<file path="src/rtl/pipeline_stage_chain.sv">
// pipeline_stage_chain: elastic valid/ready register chain with per-stage flush.
// Stage 0 is the entry and stage NUM_STAGES-1 is the exit. The ready path is
// combinational from out_ready_i back to in_ready_o, so a full chain can accept
// a new entry in the same cycle that the downstream consumer drains one.
`timescale 1ns/1ps

module pipeline_stage_chain #(
  parameter int NUM_STAGES = 5,
  parameter int DATA_W     = 64,
  parameter int CNT_W      = 16
) (
  input  logic                              clk_i,
  input  logic                              reset_i,
  input  logic                              in_valid_i,
  output logic                              in_ready_o,
  input  logic [DATA_W-1:0]                 in_data_i,
  output logic                              out_valid_o,
  input  logic                              out_ready_i,
  output logic [DATA_W-1:0]                 out_data_o,
  input  logic [NUM_STAGES-1:0]             flush_i,
  output logic [NUM_STAGES-1:0]             stage_valid_o,
  output logic [$clog2(NUM_STAGES+1)-1:0]   occupancy_o,
  output logic [CNT_W-1:0]                  drop_count_o
);

  localparam int OCC_W = $clog2(NUM_STAGES+1);
  // Largest per-edge increment is every stage flushed plus a killed input.
  localparam int INC_W = $clog2(NUM_STAGES+2);
  localparam int SUM_W = CNT_W + INC_W;
  localparam logic [CNT_W-1:0] CNT_MAX = '1;

  logic [NUM_STAGES-1:0] valid_q;
  logic [NUM_STAGES-1:0] valid_d;
  logic [DATA_W-1:0]     data_q [NUM_STAGES];
  logic [DATA_W-1:0]     data_d [NUM_STAGES];
  logic [CNT_W-1:0]      drop_q;
  logic [CNT_W-1:0]      drop_d;

  // Effective valid: a flushed stage behaves as empty this cycle.
  logic [NUM_STAGES-1:0] eff_valid;
  // adv[k]=1 means stage k takes its upstream neighbour's content at the edge.
  logic [NUM_STAGES:0]   adv;
  logic                  in_fire;
  logic                  in_kill;
  logic [INC_W-1:0]      drop_inc;
  logic [SUM_W-1:0]      drop_sum;
  logic [OCC_W-1:0]      occ;

  assign eff_valid = valid_q & ~flush_i;

  // Ready chain, evaluated from the exit back to the entry.
  always_comb begin
    adv = '0;
    adv[NUM_STAGES] = out_ready_i;
    for (int k = NUM_STAGES-1; k >= 0; k--) begin
      adv[k] = ~eff_valid[k] | adv[k+1];
    end
  end

  assign in_ready_o  = adv[0] & ~reset_i;
  assign out_valid_o = eff_valid[NUM_STAGES-1] & ~reset_i;
  assign out_data_o  = data_q[NUM_STAGES-1];
  assign in_fire     = in_valid_i & in_ready_o;
  // Accepted-but-flushed input: handshake completes, entry is discarded.
  assign in_kill     = in_fire & flush_i[0];

  // Per-stage next state: take the upstream entry when advancing, else hold.
  for (genvar gi = 0; gi < NUM_STAGES; gi++) begin : g_stage
    logic              src_valid;
    logic [DATA_W-1:0] src_data;
    if (gi == 0) begin : g_head
      assign src_valid = in_valid_i & ~flush_i[0];
      assign src_data  = in_data_i;
    end else begin : g_body
      assign src_valid = eff_valid[gi-1];
      assign src_data  = data_q[gi-1];
    end
    assign valid_d[gi] = adv[gi] ? src_valid : valid_q[gi];
    // Payload only moves with a live entry, so bubbles leave data untouched.
    assign data_d[gi]  = (adv[gi] && src_valid) ? src_data : data_q[gi];
  end

  // Occupancy and drop-count increment from the registered valid bits.
  always_comb begin
    occ      = '0;
    drop_inc = INC_W'(in_kill);
    for (int k = 0; k < NUM_STAGES; k++) begin
      occ      = occ + OCC_W'(valid_q[k]);
      drop_inc = drop_inc + INC_W'(valid_q[k] & flush_i[k]);
    end
    drop_sum = SUM_W'(drop_q) + SUM_W'(drop_inc);
    drop_d   = (drop_sum > SUM_W'(CNT_MAX)) ? CNT_MAX : drop_sum[CNT_W-1:0];
  end

  // Stage registers and saturating drop counter; reset discards everything silently.
  always_ff @(posedge clk_i) begin
    if (reset_i) begin
      valid_q <= '0;
      drop_q  <= '0;
      for (int k = 0; k < NUM_STAGES; k++) begin
        data_q[k] <= '0;
      end
    end else begin
      valid_q <= valid_d;
      drop_q  <= drop_d;
      for (int k = 0; k < NUM_STAGES; k++) begin
        data_q[k] <= data_d[k];
      end
    end
  end

  assign stage_valid_o = valid_q;
  assign occupancy_o   = occ;
  assign drop_count_o  = drop_q;

endmodule

</file>
<file path="config.mk">
export PLATFORM = sky130hd
export DESIGN_NAME = pipeline_stage_chain
export DESIGN_NICKNAME = d
export VERILOG_FILES = /design/src/rtl/pipeline_stage_chain.sv
export SDC_FILE = /design/constraint.sdc
export NUM_CORES = 1
export LEC_CHECK = 0
export ABC_AREA = 1
export CAP_MARGIN = 20
export CORE_UTILIZATION = 40
export DETAILED_ROUTE_END_ITERATION = 8
export RECOVER_POWER = 100
export REMOVE_ABC_BUFFERS = 1
export SYNTH_ARGS = -nofsm -noshare
export SYNTH_HDL_FRONTEND = slang
export SYNTH_SLANG_ARGS = --single-unit
</file>
<file path="constraint.sdc">
create_clock -name clk_i -period 4.5 [get_ports clk_i]
set_clock_uncertainty 0.1 [all_clocks]
set_input_delay 0.675 -clock clk_i [delete_from_list [all_inputs] [get_ports clk_i]]
set_output_delay 0.675 -clock clk_i [all_outputs]
set_load 0.02 [all_outputs]
</file>
==> results.sh, run 1 <==
export IMPL_setup_ws_ns=0.366
export IMPL_drc=0
export IMPL_dp_hpwl_um=18400
export IMPL_yosys_warnings=0
export IMPL_synthMuxAreaShare=0
export IMPL_power_frac_seq=0.472
export IMPL_synth_avg_cell_area_um2=7.47
export IMPL_min_path_cells=2
export IMPL_clock_power_share=0.477
export IMPL_die_height_um=185
export IMPL_critPathRequiredTime_ns=4.79
export IMPL_grt_ovfl_total=0
export IMPL_use_met1=0.234
export IMPL_holdWs_ns=0.371
export IMPL_wl_um=31600
export IMPL_fmax_mhz=242
export IMPL_post_route_min_period_ns=4.13
export IMPL_layout_nets=1916
export IMPL_numPortBuffers=162
export IMPL_synth_seq_cells=341
export IMPL_synth_compound_area_frac=0.128
export IMPL_start_util=0.408
export IMPL_routabilityCongestion=0.824
export IMPL_rsz0062_at_grt="no"
export IMPL_path_clk_slew_ns=0.06
export IMPL_worstSkewPairLatency_ns=0.51
export IMPL_finalSetupTns_ns=0
export IMPL_slew_viol_final=269
export IMPL_wl_per_cell_um=13.7
export IMPL_hold_violations=0
export IMPL_synthXorXnorAreaFrac=0.00394
export IMPL_synthCells=1786
export IMPL_intPower_mw=5.21
export IMPL_reg2reg_from="stage_valid_o[3]$_SDFFE_PP0P_"
export IMPL_yosys_area_share_simple=0.237
export IMPL_grt_antenna_before_repair=0
export IMPL_maxCapViolations=2
export IMPL_synth_fa_ha_area_frac=0.0127
export IMPL_worst_pin_slew_ns=2.28
export IMPL_worstHoldEndpoint="data_q[0][56]$_SDFFE_PP0P_"
export IMPL_switching_share=0.213
export IMPL_reg2reg_setup_slack_ns=0.69
export IMPL_numCtsBuffers=38
export IMPL_stdcell_area_um2=16000
export IMPL_synth_top_cell_by_area="dfxtp_1"
export IMPL_synth_top_cell_area_share=0.511
export IMPL_violations="capacitance limit, slew limit"
export IMPL_netlist_area_um2=13300
export IMPL_die_width_um=185
export IMPL_relSlewSlack=-0.527
export IMPL_drive_above_1_share=0.0506
export IMPL_synth_seq_area_share=0.511
export IMPL_synthTopCellsByArea="dfxtp_1, nor2_1, o21ai_0, buf_4, nand2_1"
export IMPL_p_comb_frac=0.052
export IMPL_first_iter_violations=525
export IMPL_grt_max_degree=236
export IMPL_hold_start="data_q[0][56]$_SDFFE_PP0P_"
export IMPL_cts_tree="built"
export IMPL_crit_path_max_fanout=63
export IMPL_grt_pass1_wl_um=51800
export IMPL_switchingPower_mw=1.41
export IMPL_status="finished with violations"
export IMPL_ir_worst_vdd_v=0.000237
export IMPL_place_inst=2235
export IMPL_viasPerCell=4.76
export IMPL_r2r_worst_path_cells=16
export IMPL_cts_max_level=2
export IMPL_critPathLaunchType="primary input"
export IMPL_place_area_um2=14800
export IMPL_p_leak_nw=6.98
export IMPL_min_path_type="flop to flop"
export IMPL_finalSetupViolations=0
export IMPL_cts_resized=0
export IMPL_p_total_mw=6.62
export IMPL_post_cts_buffers=0
export IMPL_path_class="primary input to flop"
export IMPL_grt_pass1_vias=10303
export IMPL_placeableCoreArea_um2=32700
export IMPL_worstPathArrival_ns=4.42
export IMPL_syn_to_final_growth_pct=19.8
export IMPL_num_rows=66
export IMPL_instances_no_fill=2301
export IMPL_clk_path_buf_depth=3
export IMPL_ios=163
export IMPL_grt_met3_usage=0.0273
export IMPL_design_die_area_um2=34100
export IMPL_busiest_layer="met2"
export IMPL_antenna_left=0
export IMPL_cts_root_buf="clkbuf_16"
export IMPL_synth_distinct_cells=30
export IMPL_fin_crit_sh=0.919
export IMPL_powerDensity_nw_per_um2=414
export IMPL_hold_buffers=0
export IMPL_synth_top_family_by_area="simple AND/OR/NAND/NOR gates"
export IMPL_r2r_end="drop_count_o[5]$_SDFF_PP0_"
export IMPL_antenna_cells=0
export IMPL_worstSetupEndpointType="flop"
export IMPL_gr_usage_all_layers=0.187
export IMPL_dr_pass1_iters=5
export IMPL_clkSinkCount=341
export IMPL_final_core_utilization=0.489
export IMPL_dr_total_vias=10950
export IMPL_grtUsageMet2=0.329
export IMPL_dp_slack_ns=-0.0858
-- layout by cell type, fill, tap and decap left out, types with 3 or more instances in the layout --
master	n
nor2_1	596
dfxtp_1	341
o21ai_0	256
nand2_1	114
inv_1	100
dlygate4sd3_1	92
a21oi_1	80
nand3_1	77
clkdlybuf4s50_1	70
clkbuf_16	39
buf_4	17
clkbuf_1	13
clkbuf_8	9
fa_1	6
nand4_1	4
inv_2	4
ha_1	4
bufinv_16	4
xnor2_1	3
xor2_1	3
clkinv_2	3
clkbuf_2	3
-- per-layer routing --
layer	vias up	wire length (um)
met4	0	770
met2	189	15100
met3	57	1150
met5	-	0
li1	5665	-
met1	5039	14500
-- cells by family after synthesis --
kind of cell	count (synthesis)
simple gates	803
flops	341
compound gates	339
buf+inv	287
fa+ha+maj	10
xor+xnor	6
-- cell usage after synthesis --
cell	n
buf_1	11
clkbuf_1	62
a31oi_1	1
nor2_4	1
buf_4	76
fa_1	6
and2_0	1
a21oi_1	80
nand3b_1	2
a21oi_4	1
buf_6	3
inv_1	99
o21ai_1	67
o21ai_0	190
dfxtp_1	341
nor3_1	1
inv_2	6
nand2_2	1
buf_2	29
clkbuf_2	1
nand3_1	77
xor2_1	3
xnor2_1	3
nor2_1	597
ha_1	4
nand4_1	3
nand3_2	1
nand2_1	116
nand4_2	2
nor2_2	1
-- worst max-delay path by stage --
stage,from,to,cells past startpoint
final,flush_i[0],data_q[0][36]$_SDFFE_PP0P_,7
after global routing,flush_i[0],data_q[0][36]$_SDFFE_PP0P_,7
after CTS,flush_i[4],drop_count_o[9]$_SDFF_PP0_,18
after detailed placement,flush_i[4],drop_count_o[5]$_SDFF_PP0_,18
after global placement,flush_i[4],drop_count_o[9]$_SDFF_PP0_,18
after floorplan,flush_i[3],drop_count_o[13]$_SDFF_PP0_,18
-- worst max-delay path: stages --
cell and delay [ns]:
dlygate4sd3_1 0.56, clkbuf_1 0.13, nor2_1 1.67, clkbuf_4 0.96, nand3_1 0.17, nand2_1 0.13, nor2_1 0.07
-- cell type report --
type	count	area, um^2
Clock buffer	57	1130
Clock inverter	9	151
Fill cell	3369	16700
Inverter	105	402
Multi-Input combinational cell	1158	5110
Sequential cell	341	6830
Tap cell	442	553
Timing Repair Buffer	189	1810
-- registers in the layout (all words and copies together) (netlist names) --
signal and flops:
data_q 320, stage_valid_o 5, drop_count_o 16
-- power groups by stage --
stage          combinational (mW)  clock [mW]  sequential [mW]
6_report                    0.343        3.16             3.12
5_1_grt                     0.393        3.35             3.13
4_1_cts                     0.353        3.23             3.12
3_5_place_dp                0.353           0             3.19
3_3_place_gp                0.349           0             3.19
2_1_floorplan               0.220           0             3.19
Note: power is estimated with default switching activity, not from simulation.
==> run 2: changes to the inputs <==
--- a/config.mk
+++ b/config.mk
@@ -7,6 +7,7 @@
 export LEC_CHECK = 0
 export ABC_AREA = 1
 export CAP_MARGIN = 20
+export CORE_MARGIN = 2
 export CORE_UTILIZATION = 40
 export DETAILED_ROUTE_END_ITERATION = 8
 export RECOVER_POWER = 100
==> results.sh, run 2 (synthesized netlist as in run 1, its figures left out) <==
export IMPL_slew_viol_final=69
export IMPL_relSlewSlack=-0.235
export IMPL_antenna_cells=0
export IMPL_clk_path_buf_depth=3
export IMPL_rsz0062_at_grt="no"
export IMPL_maxCapViolations=2
export IMPL_worstSetupEndpointType="flop"
export IMPL_regMostFlops="data_q"
export IMPL_drive_above_1_share=0.0457
export IMPL_powerDensity_nw_per_um2=397
export IMPL_cts_max_level=2
export IMPL_status="finished with violations"
export IMPL_cts_root_buf="clkbuf_16"
export IMPL_dr_wl_met2_um=15100
export IMPL_path_clk_slew_ns=0.06
export IMPL_grt_ovfl_total=0
export IMPL_grt_pass1_vias=10393
export IMPL_final_cell_mix="nor2_1, dfxtp_1, o21ai_0"
export IMPL_hold_violations=0
export IMPL_post_route_min_period_ns=4.18
export IMPL_finalSetupViolations=0
export IMPL_critPathRequiredTime_ns=4.82
export IMPL_numPortBuffers=162
export IMPL_holdWs_ns=0.372
export IMPL_dr_total_vias=10893
export IMPL_final_common_cell="nor2_1"
export IMPL_first_iter_violations=606
export IMPL_min_path_type="flop to flop"
export IMPL_placeableCoreArea_um2=32700
export IMPL_cts_resized=0
export IMPL_post_cts_buffers=0
export IMPL_fin_crit_sh=0.929
export IMPL_dr_pass1_iters=4
export IMPL_crit_path_max_fanout=7
export IMPL_viasPerCell=4.73
export IMPL_finalSetupTns_ns=0
export IMPL_place_area_um2=14800
export IMPL_dp_hpwl_um=19000
export IMPL_die_height_um=187
export IMPL_violations="capacitance limit, slew limit"
export IMPL_ios=163
export IMPL_grt_antenna_before_repair=0
export IMPL_fmax_mhz=239
export IMPL_wl_per_cell_um=13.8
export IMPL_ir_worst_vdd_v=0.000276
export IMPL_worstSkewPairLatency_ns=0.50
export IMPL_drc=0
export IMPL_worst_pin_slew_ns=1.85
export IMPL_gr_usage_all_layers=0.180
export IMPL_p_leak_nw=6.94
export IMPL_routabilityCongestion=0.801
export IMPL_worstPathArrival_ns=4.50
export IMPL_hold_buffers=0
export IMPL_stdcell_area_um2=15900
export IMPL_cts_tree="built"
export IMPL_met3_length_um=1410
export IMPL_top_layer_used="met4"
export IMPL_grt_max_degree=135
export IMPL_num_rows=66
export IMPL_largest_reg_flops=320
export IMPL_grt_pass1_wl_um=52500
export IMPL_syn_to_final_growth_pct=18.9
export IMPL_critPathLaunchType="primary input"
export IMPL_layout_nets=1920
export IMPL_start_util=0.408
export IMPL_antenna_left=0
export IMPL_numCtsBuffers=36
export IMPL_path_class="primary input to flop"
export IMPL_m1WireLength_um=14500
export IMPL_design_die_area_um2=34800
export IMPL_clkSinkCount=341
export IMPL_wl_um=31700
export IMPL_die_width_um=187
[run 2: cell count changes in the layout (fill, tap and decap cells not counted), moves of 2 or more]
| cell | previous run | this run |
|---|---|---|
| o21ai_0 | 256 | 206 |
| o21ai_1 | 1 | 51 |
| clkbuf_1 | 13 | 20 |
| clkbuf_8 | 9 | 4 |
| buf_4 | 17 | 14 |
| clkbuf_2 | 3 | 6 |
| nand2_1 | 114 | 117 |
| bufinv_16 | 4 | 2 |
| clkbuf_16 | 39 | 37 |
| clkinv_2 | 3 | 5 |
| nand2_4 | 2 | 0 |
[run 2: metal layers]
metal / vias to the layer above / global-route usage
li1: 5675 / -
met1: 4970 / 0.229
met2: 196 / 0.316
met3: 52 / 0.0314
met4: 0 / 0.0479
met5: - / 0
[run 2: power by group]
| group | total, mW | internal, mW | leakage (nW) | switching, mW |
|---|---|---|---|---|
| clock | 2.83 | 1.69 | 0.546 | 1.14 |
| combinational | 0.347 | 0.156 | 3.63 | 0.191 |
| sequential | 3.12 | 3.09 | 2.77 | 0.0327 |
[run 2: final cells by class]
cell class	instances	area [um^2]
Clock buffer	52	1020
Fill cell	3372	16800
Timing Repair Buffer	195	1850
Tap cell	442	553
Clock inverter	8	92.6
Sequential cell	341	6830
Inverter	105	402
Multi-Input combinational cell	1158	5120
[run 2: per-stage QoR]
step	std cells	util	power, mW	setup slack (ns)
floorplan	1604	-	3.41	-1.44
global placement	2240	0.452	3.54	-0.0951
detailed placement	2240	0.452	3.54	-0.174
CTS	2300	0.486	6.38	0.353
global route	2301	0.485	6.56	0.0598
finish	2301	0.485	6.30	0.318
[run 2: final timing paths]
check,startpoint,endpoint,slack (ns),depth (start not counted)
max,flush_i[3],drop_count_o[2]$_SDFF_PP0_,0.32,18
max reg2reg,stage_valid_o[3]$_SDFFE_PP0P_,drop_count_o[2]$_SDFF_PP0_,0.63,16
min reg2reg,data_q[0][127]$_SDFFE_PP0P_,data_q[0][127]$_SDFFE_PP0P_,0.37,2
min,data_q[0][127]$_SDFFE_PP0P_,data_q[0][127]$_SDFFE_PP0P_,0.37,2
[run 2: critical path: stages]
cell and delay [ns]:
dlygate4sd3_1 0.58, inv_1 0.07, nand2_1 0.09, nor2_4 0.17, nand4_4 0.09, nand2_1 0.10
nor2_1 0.06, fa_1 0.48, fa_1 0.58, fa_1 0.20, inv_1 0.06, fa_1 0.42
inv_1 0.07, nand2_1 0.10, a21oi_4 0.17, nand4_2 0.22, clkbuf_1 0.22, a21oi_1 0.16
==> run 3: changes to the inputs <==
--- a/config.mk
+++ b/config.mk
@@ -7,10 +7,12 @@
 export LEC_CHECK = 0
 export ABC_AREA = 1
 export CAP_MARGIN = 20
+export CELL_PAD_IN_SITES_DETAIL_PLACEMENT = 1
+export CELL_PAD_IN_SITES_GLOBAL_PLACEMENT = 1
 export CORE_MARGIN = 2
-export CORE_UTILIZATION = 40
+export CORE_UTILIZATION = 37
 export DETAILED_ROUTE_END_ITERATION = 8
-export RECOVER_POWER = 100
+export PLACE_DENSITY_LB_ADDON = 0.1
 export REMOVE_ABC_BUFFERS = 1
 export SYNTH_ARGS = -nofsm -noshare
 export SYNTH_HDL_FRONTEND = slang
==> results.sh, run 3 (synthesized netlist as in run 1, its figures left out) <==
export IMPL_status="complete, no violations"
export IMPL_post_cts_buffers=0
export IMPL_ir_worst_vdd_v=0.000308
export IMPL_maxCapViolations=0
export IMPL_min_path_cells=2
export IMPL_crit_chain="clkdlybuf4s50_1 > nor2_1 > buf_4 > nand4_4 > nand2_1 > nor2_1 > fa_1 > fa_1 > fa_1 > inv_1 > fa_1 > inv_1 > nand2_1 > a21oi_4 > buf_4 > nand4_1 > nor3_1 > nor2_1"
export IMPL_drive_above_1_share=0.0600
export IMPL_numPortBuffers=162
export IMPL_die_width_um=194
export IMPL_fillerInstances=4370
export IMPL_grt_pass1_vias=11480
export IMPL_intPower_mw=5.47
export IMPL_largest_reg_flops=320
export IMPL_rsz0062_at_grt="no"
export IMPL_place_inst=2257
export IMPL_instances_no_fill=2328
export IMPL_clk_path_buf_depth=3
export IMPL_final_common_cell="nor2_1"
export IMPL_worstSkewPairLatency_ns=0.53
export IMPL_switching_share=0.216
export IMPL_finalSetupTns_ns=0
export IMPL_regArea_um2=6830
export IMPL_regMostFlops="data_q"
export IMPL_layout_nets=1920
export IMPL_relSlewSlack=0.278
export IMPL_post_route_min_period_ns=4.08
export IMPL_start_util=0.375
export IMPL_hold_buffers=0
export IMPL_worstSetupEndpointType="flop"
export IMPL_grt_pass1_wl_um=59800
export IMPL_first_iter_violations=422
export IMPL_dr_total_vias=11233
export IMPL_viasPerCell=4.83
export IMPL_min_path_type="flop to flop"
export IMPL_multiInputGateArea_um2=5140
export IMPL_num_rows=69
export IMPL_clock_power_share=0.500
export IMPL_final_cell_mix="nor2_1, dfxtp_1, o21ai_0"
export IMPL_grt_ovfl_total=0
export IMPL_routabilityCongestion=0.825
export IMPL_finalSetupViolations=0
export IMPL_wl_per_cell_um=15.7
export IMPL_drc=0
export IMPL_cpMaxStageDelayCell="clkdlybuf4s50_1"
export IMPL_cp_slowest_stage_delay_ns=0.62
export IMPL_powerDensity_nw_per_um2=429
export IMPL_hold_start="data_q[0][36]$_SDFFE_PP0P_"
export IMPL_grt_antenna_before_repair=1
export IMPL_wl_um=36500
export IMPL_gr_usage_all_layers=0.193
export IMPL_die_height_um=194
export IMPL_slew_viol_final=0
export IMPL_critPathRequiredTime_ns=4.82
export IMPL_worst_pin_slew_ns=1.08
export IMPL_p_total_mw=6.98
export IMPL_ios=163
export IMPL_holdWs_ns=0.372
export IMPL_path_class="primary input to flop"
export IMPL_dr_pass1_iters=5
export IMPL_r2r_worst_path_cells=17
export IMPL_p_comb_frac=0.052
export IMPL_antenna_cells=0
export IMPL_crit_top_cell="fa_1"
export IMPL_cts_tree="built"
export IMPL_placeableCoreArea_um2=35600
export IMPL_r2r_end="drop_count_o[12]$_SDFF_PP0_"
export IMPL_path_clk_slew_ns=0.06
export IMPL_grt_max_degree=281
export IMPL_cts_resized=0
export IMPL_hold_violations=0
export IMPL_power_frac_seq=0.448
export IMPL_reg2reg_setup_slack_ns=0.69
export IMPL_cts_root_buf="clkbuf_16"
export IMPL_worstHoldEndpoint="data_q[0][36]$_SDFFE_PP0P_"
export IMPL_p_leak_nw=6.80
export IMPL_critPathLaunchType="primary input"
export IMPL_worstPathArrival_ns=4.40
export IMPL_antenna_left=0
export IMPL_design_die_area_um2=37600
export IMPL_switchingPower_mw=1.51
export IMPL_dp_hpwl_um=21300
export IMPL_fmax_mhz=245
export IMPL_clkSinkCount=341
export IMPL_reg2reg_from="stage_valid_o[3]$_SDFFE_PP0P_"
export IMPL_cts_max_level=2
export IMPL_numCtsBuffers=39
export IMPL_crit_path_max_fanout=5
export IMPL_fin_crit_sh=0.906
export IMPL_syn_to_final_growth_pct=21.9
-- run 3: final cells by class --
cell class,count,share of cell area
flip-flops and latches,341,0.420
multi-input cells,1158,0.316
repair buffers,192,0.116
clock buffers,57,0.0722
well taps,461,0.0355
inverters,105,0.0247
clock inverters,14,0.0163
-- run 3: how the worst max path moves through the flow --
stage | from | endpoint | depth (start not counted)
global placement | flush_i[0] | drop_count_o[12]$_SDFF_PP0_ | 18
finish | flush_i[0] | drop_count_o[12]$_SDFF_PP0_ | 18
CTS | flush_i[0] | drop_count_o[12]$_SDFF_PP0_ | 18
global route | flush_i[0] | drop_count_o[12]$_SDFF_PP0_ | 18
floorplan | flush_i[3] | drop_count_o[13]$_SDFF_PP0_ | 18
detailed placement | flush_i[0] | drop_count_o[12]$_SDFF_PP0_ | 18
-- run 3: worst max-delay path: cells and delay by family --
| kind | cells | cell delay, ns |
|---|---|---|
| AND/OR/NAND/NOR | 8 | 0.82 |
| buffers and inverters | 5 | 1.07 |
| adder cells (fa/ha/maj) | 4 | 1.67 |
| AO/OA/AOI/OAI | 1 | 0.15 |
-- run 3: power by group through the flow --
stage	Combinational (mW)	Clock (mW)	Sequential (mW)
3_3_place_gp	0.359	0	3.19
4_1_cts	0.367	3.58	3.12
6_report	0.360	3.49	3.12
3_5_place_dp	0.365	0	3.19
2_1_floorplan	0.220	0	3.19
5_1_grt	0.413	3.71	3.13
-- run 3: layer usage --
metal  track usage  share of wire  up-vias
li1              -              -     5671
met1         0.240           0.46     5344
met2         0.344           0.48      159
met3        0.0357          0.036       57
met4        0.0508          0.021        2
met5             0        0.00033        -
-- run 3: per-stage QoR --
stage	setup WS [ns]	utilization	cell area, um^2
floorplan	-1.44	-	12300
finish	0.423	0.457	16300
global route	0.189	0.457	16300
CTS	0.393	0.457	16300
global placement	0.0101	0.417	14800
detailed placement	-0.141	0.417	14800
